===== src/rtl/ppa_pkg.sv =====
// Shared types and elaboration helpers for the parallel-prefix adder/subtractor family.
package ppa_pkg;

  typedef struct packed {
    logic p;
    logic g;
  } pg_t;

  function automatic bit is_pow2(input int w);
    return (w > 0) && ((w & (w - 1)) == 0);
  endfunction

  // Brent-Kung depth: clog2(w) up-sweep levels plus clog2(w)-1 down-sweep levels.
  function automatic int bk_levels(input int w);
    return 2 * $clog2(w) - 1;
  endfunction

endpackage


===== src/rtl/ppa_sub_pipe_if.sv =====
// Operand/result stream interface of the pipelined prefix subtractor.
interface ppa_sub_pipe_if #(
  parameter int WIDTH = 4
);
  logic             in_valid;
  logic             in_ready;
  logic [WIDTH-1:0] a;
  logic [WIDTH-1:0] b;
  logic             bin;
  logic             out_valid;
  logic             out_ready;
  logic [WIDTH-1:0] diff;
  logic             bout;
  logic             zero;
  logic             ovf;

  modport master (
    output in_valid, a, b, bin, out_ready,
    input  in_ready, out_valid, diff, bout, zero, ovf
  );

  modport slave (
    input  in_valid, a, b, bin, out_ready,
    output in_ready, out_valid, diff, bout, zero, ovf
  );
endinterface


===== src/rtl/ppa_cells.sv =====
// Prefix operator cells shared by the ppa_* adders and subtractors.
module ppa_black
  import ppa_pkg::*;
(
  input  pg_t hi,
  input  pg_t lo,
  output pg_t o
);
  assign o = '{p: hi.p & lo.p, g: hi.g | (hi.p & lo.g)};
endmodule

module ppa_grey
  import ppa_pkg::*;
(
  input  pg_t  hi,
  input  logic lo_g,
  output logic g
);
  assign g = hi.g | (hi.p & lo_g);
endmodule


===== src/rtl/ppa_pipe_stage.sv =====
// Register slice with a valid bit, a global enable and synchronous clear.
module ppa_pipe_stage #(
  parameter int DW = 8
) (
  input  logic          clk,
  input  logic          rst,
  input  logic          en,
  input  logic          valid_d,
  input  logic [DW-1:0] data_d,
  output logic          valid_q,
  output logic [DW-1:0] data_q
);
  // NOTE: non-blocking assignments so every stage samples its neighbour's pre-edge value.
  // NOTE: payload is cleared as well so the output slice reads zero while idle after reset.
  always_ff @(posedge clk) begin
    if (rst) begin
      valid_q <= 1'b0;
      data_q  <= '0;
    end else if (en) begin
      valid_q <= valid_d;
      data_q  <= data_d;
    end
  end
endmodule


===== src/rtl/ppa_sub_pipe.sv =====
// Pipelined Brent-Kung subtractor: diff = a - b - bin, computed as a + ~b + ~bin,
// one register per prefix level behind a globally stalled valid/ready stream.
module ppa_sub_pipe
  import ppa_pkg::*;
#(
  parameter int WIDTH = 4,
  parameter int LOG2W = 2
) (
  input logic          clk,
  input logic          rst,
  ppa_sub_pipe_if.slave bus
);
  localparam int NL      = bk_levels(WIDTH);
  localparam int LATENCY = 2 * LOG2W + 1;

  if (WIDTH < 2 || !is_pow2(WIDTH) || LOG2W != $clog2(WIDTH) || LATENCY != NL + 2) begin : g_bad_param
    $error("ppa_sub_pipe: WIDTH must be a power of two >= 2 and LOG2W must equal clog2(WIDTH)");
  end

  typedef struct packed {
    pg_t [WIDTH-1:0] pg;
    logic [WIDTH-1:0] p0;
    logic             cin;
    logic             a_msb;
    logic             b_msb;
  } beat_t;

  typedef struct packed {
    logic [WIDTH-1:0] diff;
    logic             bout;
    logic             zero;
    logic             ovf;
  } res_t;

  logic             stall;
  logic             out_v_q;
  beat_t            pre;
  beat_t            st_q [0:NL];
  logic             st_v [0:NL];
  logic [WIDTH-1:0] carry;
  res_t             res_d;
  res_t             res_q;

  assign stall        = out_v_q & ~bus.out_ready;
  assign bus.in_ready = ~stall;

  // NOTE: every always_comb output gets a default first so no path can infer a latch.
  always_comb begin
    pre = '0;
    for (int i = 0; i < WIDTH; i++) begin
      pre.pg[i] = '{p: bus.a[i] ^ ~bus.b[i], g: bus.a[i] & ~bus.b[i]};
    end
    pre.p0    = bus.a ^ ~bus.b;
    pre.cin   = ~bus.bin;
    pre.a_msb = bus.a[WIDTH-1];
    pre.b_msb = bus.b[WIDTH-1];
  end

  ppa_pipe_stage #(.DW($bits(beat_t))) u_pre (
    .clk     (clk),
    .rst     (rst),
    .en      (~stall),
    .valid_d (bus.in_valid),
    .data_d  (pre),
    .valid_q (st_v[0]),
    .data_q  (st_q[0])
  );

  // Levels 1..LOG2W are the up-sweep (span doubling), the rest the down-sweep (span halving).
  for (genvar k = 1; k <= NL; k++) begin : g_lvl
    localparam bit UP   = (k <= LOG2W);
    localparam int SPAN = UP ? (1 << (k - 1)) : (1 << (2 * LOG2W - 1 - k));

    pg_t   nxt [WIDTH];
    beat_t lvl_d;

    for (genvar i = 0; i < WIDTH; i++) begin : g_bit
      if (UP ? ((i + 1) % (2 * SPAN) == 0)
             : (((i + 1) % (2 * SPAN) == SPAN) && (i >= 2 * SPAN))) begin : g_cell
        ppa_black u_cell (
          .hi (st_q[k-1].pg[i]),
          .lo (st_q[k-1].pg[i-SPAN]),
          .o  (nxt[i])
        );
      end else begin : g_pass
        assign nxt[i] = st_q[k-1].pg[i];
      end
    end

    always_comb begin
      lvl_d = st_q[k-1];
      for (int i = 0; i < WIDTH; i++) lvl_d.pg[i] = nxt[i];
    end

    ppa_pipe_stage #(.DW($bits(beat_t))) u_stage (
      .clk     (clk),
      .rst     (rst),
      .en      (~stall),
      .valid_d (st_v[k-1]),
      .data_d  (lvl_d),
      .valid_q (st_v[k]),
      .data_q  (st_q[k])
    );
  end

  // The carry-in is the p=0 entry below bit 0; folding it here turns G[i:0] into G[i:-1].
  for (genvar i = 0; i < WIDTH; i++) begin : g_post
    ppa_grey u_cin (
      .hi   (st_q[NL].pg[i]),
      .lo_g (st_q[NL].cin),
      .g    (carry[i])
    );
  end

  always_comb begin
    res_d = '0;
    if (st_v[NL]) begin
      res_d.diff = st_q[NL].p0 ^ {carry[WIDTH-2:0], st_q[NL].cin};
      res_d.bout = ~carry[WIDTH-1];
      res_d.zero = ~|res_d.diff;
      res_d.ovf  = (st_q[NL].a_msb ^ st_q[NL].b_msb) & (st_q[NL].a_msb ^ res_d.diff[WIDTH-1]);
    end
  end

  ppa_pipe_stage #(.DW($bits(res_t))) u_out (
    .clk     (clk),
    .rst     (rst),
    .en      (~stall),
    .valid_d (st_v[NL]),
    .data_d  (res_d),
    .valid_q (out_v_q),
    .data_q  (res_q)
  );

  assign bus.out_valid = out_v_q;
  assign bus.diff      = res_q.diff;
  assign bus.bout      = res_q.bout;
  assign bus.zero      = res_q.zero;
  assign bus.ovf       = res_q.ovf;

endmodule


===== src/flat_wrapper.sv =====
// flat-port wrapper written by rule: the top's interface ports become plain ports
module ppa_sub_pipe_flat import ppa_pkg::*;
#(
  parameter int WIDTH = 4,
  parameter int LOG2W = 2
)
  (clk, rst, bus_in_valid, bus_a, bus_b, bus_bin, bus_out_ready, bus_in_ready, bus_out_valid, bus_diff, bus_bout, bus_zero, bus_ovf);
  ppa_sub_pipe_if #(.WIDTH(WIDTH)) bus_i ();
  input logic clk;
  input logic rst;
  input wire logic [$bits(bus_i.in_valid)-1:0] bus_in_valid;
  input wire logic [$bits(bus_i.a)-1:0] bus_a;
  input wire logic [$bits(bus_i.b)-1:0] bus_b;
  input wire logic [$bits(bus_i.bin)-1:0] bus_bin;
  input wire logic [$bits(bus_i.out_ready)-1:0] bus_out_ready;
  output wire logic [$bits(bus_i.in_ready)-1:0] bus_in_ready;
  output wire logic [$bits(bus_i.out_valid)-1:0] bus_out_valid;
  output wire logic [$bits(bus_i.diff)-1:0] bus_diff;
  output wire logic [$bits(bus_i.bout)-1:0] bus_bout;
  output wire logic [$bits(bus_i.zero)-1:0] bus_zero;
  output wire logic [$bits(bus_i.ovf)-1:0] bus_ovf;
  assign bus_i.in_valid = bus_in_valid;
  assign bus_i.a = bus_a;
  assign bus_i.b = bus_b;
  assign bus_i.bin = bus_bin;
  assign bus_i.out_ready = bus_out_ready;
  assign bus_in_ready = bus_i.in_ready;
  assign bus_out_valid = bus_i.out_valid;
  assign bus_diff = bus_i.diff;
  assign bus_bout = bus_i.bout;
  assign bus_zero = bus_i.zero;
  assign bus_ovf = bus_i.ovf;
  ppa_sub_pipe #(.WIDTH(WIDTH), .LOG2W(LOG2W)) u_core (.clk(clk), .rst(rst), .bus(bus_i));
endmodule

===== config.mk =====
export PLATFORM = sky130hd
export DESIGN_NAME = ppa_sub_pipe_flat
export DESIGN_NICKNAME = d
export VERILOG_FILES = /design/src/rtl/ppa_pkg.sv /design/src/rtl/ppa_sub_pipe_if.sv /design/src/rtl/ppa_cells.sv /design/src/rtl/ppa_pipe_stage.sv /design/src/rtl/ppa_sub_pipe.sv /design/src/flat_wrapper.sv
export SDC_FILE = /design/constraint.sdc
export NUM_CORES = 1
export LEC_CHECK = 0
export ABC_AREA = 1
export BUFFER_PORTS_ARGS = -buffer_cell sky130_fd_sc_hd__buf_2
export CAP_MARGIN = 30
export CORE_MARGIN = 4
export CORE_UTILIZATION = 50
export DETAILED_ROUTE_END_ITERATION = 16
export HOLD_SLACK_MARGIN = 0.05
export PLACE_DENSITY_LB_ADDON = 0.05
export SLEW_MARGIN = 15
export SYNTH_ARGS = -nofsm -noshare
export SYNTH_HDL_FRONTEND = slang
export SYNTH_HIERARCHICAL = 1
export SYNTH_SLANG_ARGS = --single-unit
export TNS_END_PERCENT = 30

===== constraint.sdc =====
create_clock -name clk -period 1.35 [get_ports clk]
set_input_delay 0.2025 -clock clk [delete_from_list [all_inputs] [get_ports clk]]
set_output_delay 0.2025 -clock clk [all_outputs]
set_load 0.05 [all_outputs]

# Yosys cells after proc, flatten, opt, wreduce, memory -nomap -nowiden
# Cells that the tools add are included.
classes:
  muxes: 1
  bitwise_logic: 43
  reduce_logical: 2
op_table:
  columns: ["op", "n"]
  rows:
  - ["$and 1x1->1", 18]
  - ["$not 1->1", 8]
  - ["$or 1x1->1", 8]
  - ["$xor 4x4->4", 2]
  - ["$mux 7", 1]
  - ["$xor 1x1->1", 6]
  - ["$not 4->4", 1]
  - ["$reduce_or 4->1", 1]
  - ["$logic_not 1->1", 1]
word_totals:
  output_inout_bits: 9
  input_bits: 13
  register_bits: 72
  word_cells: 56

# Longest topological paths before layout
# Gate-level depths: netlist (run 1).
depth:
  depth_word: 6
  ltp_mapped: 11

# By module
# The synthesis (run 1) kept the hierarchy.
modules_own_cells:
  columns: ["mod", "cells_per_inst", "n_inst", "area_each_um2", "seq_area_each_um2"]
  rows:
  - ["ppa_pipe_stage at u_core.g_lvl[1].u_stage ...", 101, 4, 670.6, 320.3]
  - ["ppa_pipe_stage at u_core.u_out", 51, 1, 341.6, 160.2]
  - ["ppa_sub_pipe", 41, 1, 210.2, 0.0]
  - ["ppa_black", 5, 4, 18.8, 0.0]
  - ["ppa_grey", 3, 4, 11.3, 0.0]

# Least setup slack after synthesis (run 1)
# OpenSTA, ideal clock, no wires.
synth_timing:
  path_type: "flip-flop to flip-flop"
  startpoint: "reg u_core.u_out.valid_q"
  endpoint: "reg u_core.u_out.data_q[5]"
  slack_ns: -0.893
  stages_incl_launch_ff: 6
  arrival_time_ns: 2.128
  required_time_ns: 1.235
  period_less_slack_ns: 2.243
  setup_time_ns: 0.115
  path_cell_list: "dfxtp_1 -> nand2_1 -> buf_6 -> buf_6 -> nor2_1 -> nor2_2"
synth_via:
  elab_chain_cells: 1
synth_rtl:
  columns: ["item", "line_no", "source"]
  rows:
  - ["from (decl)", "ppa_pipe_stage.sv:10", "output logic valid_q,"]
  - ["from (signal assigned)", "ppa_pipe_stage.sv:20", "valid_q <= valid_d;"]
  - ["$and 1x1->1", "ppa_sub_pipe.sv:44", "assign stall = out_v_q & ~bus.out_ready;"]
  - ["to (signal assigned)", "ppa_pipe_stage.sv:21", "data_q <= data_d;"]
  - ["to (decl)", "ppa_pipe_stage.sv:11", "output logic [DW-1:0] data_q"]
# No other way between the ends.
# A chain may end at the register's enable or synchronous reset.

# Worst setup path after layout (run 1)
layout_timing:
  startpoint: "reg u_core.u_out.valid_q"
  endpoint: "out bus_in_ready"
layout_via:
  elab_chain_cells: 2
layout_rtl:
  columns: ["item", "line_no", "source"]
  rows:
  - ["$and 1x1->1", "ppa_sub_pipe.sv:44", null]
  - ["$not 1->1", "ppa_sub_pipe.sv:45", "assign bus.in_ready = ~stall;"]
  - ["to (decl)", "flat_wrapper.sv:16", "output wire logic [$bits(bus_i.in_ready)-1:0] bus_in_ready;"]
# No other way between the ends.

==> results.toml, run 1 <==
[clock_network]
cts-buffers-inserted = 9
clkTransAtPathRegs_ps = 80
clock_sinks = 72
cts_buffer_depth = 2
cts_htree_levels = 3
cts_tree = "done"
clkLatencyLatePin_ps = 340
root_buffer = "clkbuf_8"

[timing]
final_hold_viol_count = 0
tightest_slew_ps = 490
drv_slew = 0
tns_ps = 0
setup_violations = 0
fmax_ghz = 0.788
rsz0062_at_grt = "false"
maxSlewHeadroom_pct = 67.3
fin_crit_ps = 1270
finalClockSkew_ps = 9.08
period_share_pct = 94.0

[worst_hold_path]
hp-start = "bus_in_valid"
hold_path_depth = 5
hold_path.class = "input port to flop"
hold_end = "u_core/u_pre/valid_q"

[synthesis]
synth_warnings = 6
syn-num-nets = 545
synth-seq-area-share_pct = 43.0
synth_area_um2 = 3350
synth_cells = 528
synth.avg_cell_area_um2 = 6.35
synth.distinct_cells = 13
synth_seq_cells = 72

[finish]
drive_above_1_share_pct = 10.7
multi_input_area_um2 = 1380
nNetsFinal = 564
final_cell_mix = "nand2_1 (172), nor2_1 (142), inv_1 (101)"
antenna_cells = 0
final_common_cell = "nand2_1"
seqCellArea_um2 = 1450
utilization_pct = 57.8
final_area_um2 = 3710
fill_cells = 642
area_delta_synth_final_pct = 10.7

[power_and_ir_drop]
powerDensity_nw_per_um2 = 1210
leakage_nw = 2.23
vdd_drop_max_mv = 0.672

[routing]
via_count = 2636
wl_um = 5580
viasPerCell = 4.19
antenna_left = 0
drc = 0
first_pass_iters = 4
wl_per_cell_um = 8.88
drt-initial-drc-count = 77

[floorplan]
num_rows = 29
initial_core_util_pct = 52.2
die_x_um = 89.9
coreArea_um2 = 6420
die_area_um2 = 8080
io_pins = 22
die_y_um = 89.9

[global_route]
grt_usage_pct = 14.6
grt_pass1_vias = 2403
grt_overflow_total = 0
antenna_found_initial = 0
grt_pass1_wl_um = 9850
grt_max_degree = 38

[placement]
hpwl_um = 3730
port_buffers = 21
placedInstanceArea_um2 = 3450
gp_congestion = 0.755

[critical_path]
worst_setup_path_end_kind = "output port"
worstPathRequired_ps = 1150
worstSetupStartpoint = "u_core/u_out/valid_q"
rr_startpoint = "u_core/g_lvl[3].u_stage/data_q[2]"
reg2reg_to = "u_core/u_out/data_q[0]"
reg2reg_slack_ps = 200
cp-start-kind = "flop"
crit_type = "flop to output port"
crit_arrival_ps = 1070
worstPathMaxFanout = 17
reg2regPathDepth = 10

[job]
cap_violations = 0

[outcome]
outcome = "finished, final reports clean"
how the worst max path moves through the flow:
stage,to,cells after the start,slack [ps]
2_1_floorplan,u_core/u_out/data_q[5],5,10
3_3_place_gp,u_core/u_out/data_q[1],10,170
3_5_place_dp,u_core/u_out/data_q[0],10,110
4_1_cts,bus_in_ready,2,8
5_1_grt,u_core/u_out/data_q[1],11,1
6_report,bus_in_ready,2,80
critical path, cell delays in order (launching register included):
cell and delay [ps]:
dfxtp_4 410, nand2_8 130, buf_6 190
metal layers:
metal / routed length, um / vias up / global-route usage (%)
met5: 0 / - / 0
met4: 108 / 0 / 8.29
met3: 148 / 11 / 2.92
met2: 2470 / 24 / 24.8
met1: 2860 / 1075 / 17.1
li1: - / 1526 / -
kinds of logic (layout without fill, tap and decap cells):
kind of cell / Yosys count / count (layout) / synth area share [%]
adder cells (fa/ha/maj): 4 / 4 / 1.49
XOR/XNOR: 2 / 2 / 0.522
AO/OA/AOI/OAI: 1 / 1 / 0.261
flip-flops: 72 / 72 / 43.0
buffers and inverters: 120 / 143 / 17.0
AND/OR/NAND/NOR: 329 / 330 / 37.7
through the flow:
step / total power, mW / hold WS (ps) / cells / worst slack (ps)
finish: 4.51 / 144 / 629 / 80.6
global route: 4.74 / 176 / 629 / 1.38
CTS: 4.59 / 128 / 628 / 8.05
detailed placement: 2.66 / 462 / 612 / 110
global placement: 2.65 / 456 / 612 / 174
floorplan: 2.59 / 391 / 528 / 14.8
what timing repair did:
action | 4_1_cts | 5_1_grt
gates cloned | 0 | 1
hold buffers | 0 | 0
pin swaps | 0 | 1
resized for setup | 2 | 4
buffers inserted | 0 | 0
endpoints found under the hold margin | 0 | 0
setup endpoints to repair | 1 | 4
flip-flops by register name, indices dropped and copies added (netlist names):
name	count
u_core/g_lvl.u_stage/data_q	45
u_core/u_out/valid_q	1
u_core/g_lvl.u_stage/valid_q	3
u_core/u_pre/data_q	15
u_core/u_pre/valid_q	1
u_core/u_out/data_q	7
report_power, final:
part	total (mW)	switching (mW)	internal [mW]
Clock	1.90	0.808	1.10
Combinational	0.334	0.211	0.123
Sequential	2.27	0.0563	2.22
Total	4.51	1.08	3.44
cell type report:
type | instances | share of cell area [%]
Clock inverter | 6 | 2.49
Timing Repair Buffer | 25 | 4.82
Clock buffer | 10 | 3.70
Tap cell | 77 | 2.59
Sequential cell | 72 | 39.0
Multi-Input combinational cell | 337 | 37.1
Inverter | 102 | 10.3
Yosys cell counts, drive strengths merged:
library cell	number	area [um2]
buf	18	188
xnor2	2	17.5
nand3	3	15.0
nand2	174	656
nor2	152	596
dfxtp	72	1440
inv	102	383
a21oi	1	8.76
ha	4	50.1
Note: power is estimated with default switching activity, not from simulation.
==> inputs of run 2 (changes only) <==
--- a/config.mk
+++ b/config.mk
@@ -8,7 +8,6 @@
 export ABC_AREA = 1
 export BUFFER_PORTS_ARGS = -buffer_cell sky130_fd_sc_hd__buf_2
 export CAP_MARGIN = 30
-export CORE_MARGIN = 4
 export CORE_UTILIZATION = 50
 export DETAILED_ROUTE_END_ITERATION = 16
 export HOLD_SLACK_MARGIN = 0.05
==> constraint.sdc (replaced) <==
create_clock -name clk -period 1.35 [get_ports clk]
set_input_delay 0 -clock clk [delete_from_list [all_inputs] [get_ports clk]]
set_output_delay 0 -clock clk [all_outputs]
set_load 0.05 [all_outputs]
==> run 2 against run 1 <==
The run now ends with design-rule violations left. Sequential power barely moved. Sequential share of layout area fell by 0.17 points. Via count fell by 0.38%. Die area fell by 13%. First-iteration DRC count fell by 6.5%. Combinational power rose by 1%. Clock-buffer cell count rose by 1. Fmax rose by 9.0%. Non-clock buffer count rose by 5. Critical path depth did not move. Clock skew fell by 2.3 ps. Largest cell class unchanged.
==> results.toml, run 2 (synthesis gave the netlist of run 1 again) <==
[global_route]
grt_pass1_vias = 2368
grt_pass1_wl_um = 9990
grt_max_degree = 32
grtUsageMet1_pct = 22.0
grt_usage_pct = 17.9
grt_overflow_total = 0
met3_usage_pct = 3.56
grt_most_used_layer = "met2"
antenna_found_initial = 0
use_met2_pct = 28.5

[routing]
antenna_left = 0
viasPerCell = 4.14
drt-initial-drc-count = 72
via_count = 2626
first_pass_iters = 10
wl_um = 5410
wl_per_cell_um = 8.53
drc = 3

[floorplan]
die_y_um = 83.9
io_pins = 22
die_x_um = 83.9
num_rows = 29
die_area_um2 = 7040
coreArea_um2 = 6420
initial_core_util_pct = 52.2

[critical_path]
cp-start-kind = "flop"
worstPathRequired_ps = 1350
worstPathMaxFanout = 28
crit_type = "flop to output port"
worst_setup_path_end_kind = "output port"
crit_arrival_ps = 1160

[outcome]
violations = "design-rule violations"
outcome = "finished, violations left"

[job]
cap_violations = 0

[finish]
drive_above_1_share_pct = 10.6
antenna_cells = 0
top_register = "u_core/g_lvl.u_stage/data_q"
final_common_cell = "nand2_1"
area_delta_synth_final_pct = 11.0
reg_top3 = "u_core/g_lvl.u_stage/data_q x45, u_core/u_pre/data_q x15, u_core/u_out/data_q x7"
final_cell_mix = "nand2_1 (172), nor2_1 (142), inv_1 (101)"
largest_register_ffs = 45
nNetsFinal = 569
final_area_um2 = 3720

[power_and_ir_drop]
powerDensity_nw_per_um2 = 1170
leakage_nw = 2.24
total_power_mw = 4.34
vdd_drop_max_mv = 0.628

[clock_network]
cts_htree_levels = 3
clock_sinks = 72
cts-buffers-inserted = 9
cts_buffer_depth = 2
clkTransAtPathRegs_ps = 80
root_buffer = "clkbuf_8"
clkLatencyLatePin_ps = 340
cts_setup_buffers = 0
cts_tree = "done"

[timing]
tightest_slew_ps = 465
fin_crit_ps = 1160
finalClockSkew_ps = 6.76
period_share_pct = 86.2
fmax_ghz = 0.859
tns_ps = 0
final_hold_viol_count = 0
setup_violations = 0
drv_slew = 0
rsz0062_at_grt = "false"
maxSlewHeadroom_pct = 69.0

[worst_hold_path]
hold_path.class = "input port to flop"

[placement]
gp_congestion = 0.733
hpwl_um = 3610
placedInstanceArea_um2 = 3470
port_buffers = 21
## run 2: worst max-delay path: stages (launching register included)
cell and delay, ps:
dfxtp_4 380, nand2_8 190, buf_4 240
## run 2: worst paths after layout
| kind | startpoint | end | slack [ps] | cells past startpoint |
|---|---|---|---|---|
| worst max-delay path | u_core/u_out/valid_q | bus_in_ready | 190 | 2 |
| worst min-delay path | bus_a[1] | u_core/u_pre/data_q[9] | 90 | 6 |
| worst min register to register | u_core/g_lvl[1].u_stage/data_q[0] | u_core/g_lvl[1].u_stage/data_q[0] | 470 | 2 |
| worst max register to register | u_core/g_lvl[3].u_stage/data_q[2] | u_core/u_out/data_q[1] | 210 | 11 |
## run 2: what timing repair did
action	CTS	global route
cloned	1	0
endpoints found under the hold margin	4	0
pin swaps	1	0
endpoints found under the setup margin	1	2
hold buffers	4	0
resized for setup	2	1
## run 2: area by class of cell
| class | count | area [um2] |
|---|---|---|
| clock buffers | 11 | 151 |
| clock inverters | 5 | 55.1 |
| fillers | 681 | 2700 |
| inverters | 102 | 383 |
| multi-input cells | 337 | 1370 |
| flip-flops and latches | 72 | 1450 |
| well taps | 77 | 96.3 |
| repair buffers | 30 | 223 |
## run 2: metrics by stage
stage	worst slack, ps	utilization [%]	hold slack (ps)	instances
after floorplan	14.8	-	188	528
after global placement	211	54.0	295	614
after detailed placement	168	54.0	305	614
after CTS	4.54	58.1	71.1	635
after global routing	63.8	58.0	93.9	634
final	186	58.0	89.3	634
## run 2: layer usage
metal	vias to the layer above	wire, um	part of all wire [%]
met2	26	2370	44
li1	1532	-	-
met5	-	0	0
met1	1058	2770	51
met4	0	149	2.8
met3	10	118	2.2
## run 2: power breakdown
group,internal [mW],switching [mW]
Combinational,0.129,0.209
Sequential,2.22,0.0558
Clock,0.947,0.781
Total,3.30,1.05
==> inputs of run 3 (changes only) <==
--- a/config.mk
+++ b/config.mk
@@ -10,7 +10,7 @@
 export CAP_MARGIN = 30
 export CORE_UTILIZATION = 50
 export DETAILED_ROUTE_END_ITERATION = 16
-export HOLD_SLACK_MARGIN = 0.05
+export HOLD_SLACK_MARGIN = 0.15
 export PLACE_DENSITY_LB_ADDON = 0.05
 export SLEW_MARGIN = 15
 export SYNTH_ARGS = -nofsm -noshare
==> run 3 against run 2 <==
The flow still finishes with violations (design-rule violations). Global-route usage rose by 0.11 points. Clock skew is essentially flat. Flip-flop and latch count unchanged. Clock-buffer cell count unchanged. Largest power group unchanged. Highest routed layer unchanged.
==> results.toml, run 3 (synthesis gave the netlist of run 1 again) <==
[outcome]
outcome = "finished, violations left"
violations = "design-rule violations"

[timing]
fmax_ghz = 0.796
maxSlewHeadroom_pct = 69.2
finalClockSkew_ps = 6.42
period_share_pct = 93.1
fin_crit_ps = 1260
setup_violations = 0
tns_ps = 0
final_hold_viol_count = 0
rsz0062_at_grt = "false"
tightest_slew_ps = 462
drv_slew = 0

[floorplan]
io_pins = 22
die_y_um = 83.9
num_rows = 29
die_x_um = 83.9
initial_core_util_pct = 52.2
coreArea_um2 = 6420
die_area_um2 = 7040

[finish]
nNetsFinal = 579
final_common_cell = "nand2_1"
multi_input_area_um2 = 1370
reg_top3 = "u_core/g_lvl.u_stage/data_q x45, u_core/u_pre/data_q x15, u_core/u_out/data_q x7"
stdcell_count = 644
top_register = "u_core/g_lvl.u_stage/data_q"
final_area_um2 = 3830
drive_above_1_share_pct = 10.6
largest_register_ffs = 45
fill_cells = 666
area_delta_synth_final_pct = 14.2
antenna_cells = 0
final_cell_mix = "nand2_1 (172), nor2_1 (142), inv_1 (101)"
seqCellArea_um2 = 1450

[critical_path]
reg2reg_slack_ps = 210
worst_setup_path_end_kind = "output port"
worstPathMaxFanout = 16
reg2reg_to = "u_core/u_out/data_q[1]"
worst_path_max_delay_cell = "dfxtp_4"
worstPathRequired_ps = 1350
crit_arrival_ps = 1260
cp-start-kind = "flop"
cp_cell_sequence = "nand2_8 -> buf_6 -> buf_4"
crit_type = "flop to output port"
rr_startpoint = "u_core/g_lvl[3].u_stage/data_q[2]"
reg2regPathDepth = 11
slowest_delay_ps = 380

[routing]
wl_per_cell_um = 8.52
routed.top_layer = "met4"
antenna_left = 0
drt-initial-drc-count = 66
drc = 3
via_count = 2680
wl_um = 5490
dr_wl_met3_um = 122
first_pass_iters = 10
wl_met1_um = 2810
viasPerCell = 4.16
dr_wl_met2_um = 2410

[global_route]
grt_overflow_total = 0
grt_max_degree = 32
antenna_found_initial = 0
grt_pass1_vias = 2405
grt_usage_pct = 18.0
grt_pass1_wl_um = 10100

[job]
cap_violations = 0

[clock_network]
cts_setup_buffers = 0
clock_sinks = 72
cts_tree = "done"
root_buffer = "clkbuf_8"
cts_htree_levels = 3
cts_buffer_depth = 2
clkLatencyLatePin_ps = 340
clkTransAtPathRegs_ps = 70
cts-buffers-inserted = 9

[power_and_ir_drop]
vdd_drop_max_mv = 0.634
powerDensity_nw_per_um2 = 1140
leakage_nw = 2.31
total_power_mw = 4.36

[placement]
port_buffers = 21
hpwl_um = 3610
placedInstanceArea_um2 = 3470
dp.cells = 614
gp_congestion = 0.733

[worst_hold_path]
hold_path_depth = 6
hp-start = "bus_out_ready"
hold_path.class = "input port to flop"
hold_end = "u_core/g_lvl[3].u_stage/data_q[5]"
==> run 3: cell count changes in the layout (fill, tap and decap cells not counted), sizes merged <==
| cell | change |
|---|---|
| dlygate4sd3 | +7 |
| dlymetal6s4s | +2 |
| buf | +1 |
==> run 3: what timing repair did <==
action / 4_1_cts / 5_1_grt
hold buffers: 14 / 0
pin swaps: 1 / 1
gates resized for setup: 2 / 4
endpoints found under the hold margin: 24 / 0
endpoints found under the setup margin: 1 / 5
cloned: 1 / 0
==> run 3: layout make-up <==
cell class / count / area share [%]
flip-flops and latches: 72 / 37.8
inverters: 102 / 9.99
multi-input cells: 337 / 35.8
clock inverters: 5 / 1.44
repair buffers: 40 / 8.59
clock buffers: 11 / 3.95
well taps: 77 / 2.51
==> run 3: layer usage <==
metal / up-vias / track usage, %
met3: 10 / 3.56
li1: 1553 / -
met1: 1089 / 21.9
met4: 0 / 11.6
met5: - / 0
met2: 28 / 29.1
==> run 3: critical path: cells and delay by family, from the launching register on <==
kind | cells | cell delay [ps]
buffers and inverters | 2 | 370
flip-flops | 1 | 380
AND/OR/NAND/NOR | 1 | 150
==> run 3: worst max path at each step <==
| stage | end | depth (start not counted) | from |
|---|---|---|---|
| floorplan | u_core/u_out/data_q[5] | 5 | u_core/u_out/valid_q |
| global placement | u_core/u_out/data_q[0] | 10 | u_core/g_lvl[3].u_stage/data_q[2] |
| detailed placement | u_core/u_out/data_q[0] | 10 | u_core/g_lvl[3].u_stage/data_q[2] |
| CTS | bus_in_ready | 3 | u_core/u_out/valid_q |
| global route | bus_in_ready | 3 | u_core/u_out/valid_q |
| finish | bus_in_ready | 3 | u_core/u_out/valid_q |
==> run 3: stage by stage <==
stage	util, %	worst slack, ps	hold WS, ps
3_3_place_gp	54.0	211	295
5_1_grt	59.7	30.9	294
2_1_floorplan	-	14.8	188
3_5_place_dp	54.0	168	305
4_1_cts	59.7	4.54	245
6_report	59.7	93.3	258
==> run 3: report_power, final <==
group | internal, mW | switching, mW
registers | 2.22 | 0.0558
logic | 0.148 | 0.213
clock network | 0.947 | 0.780
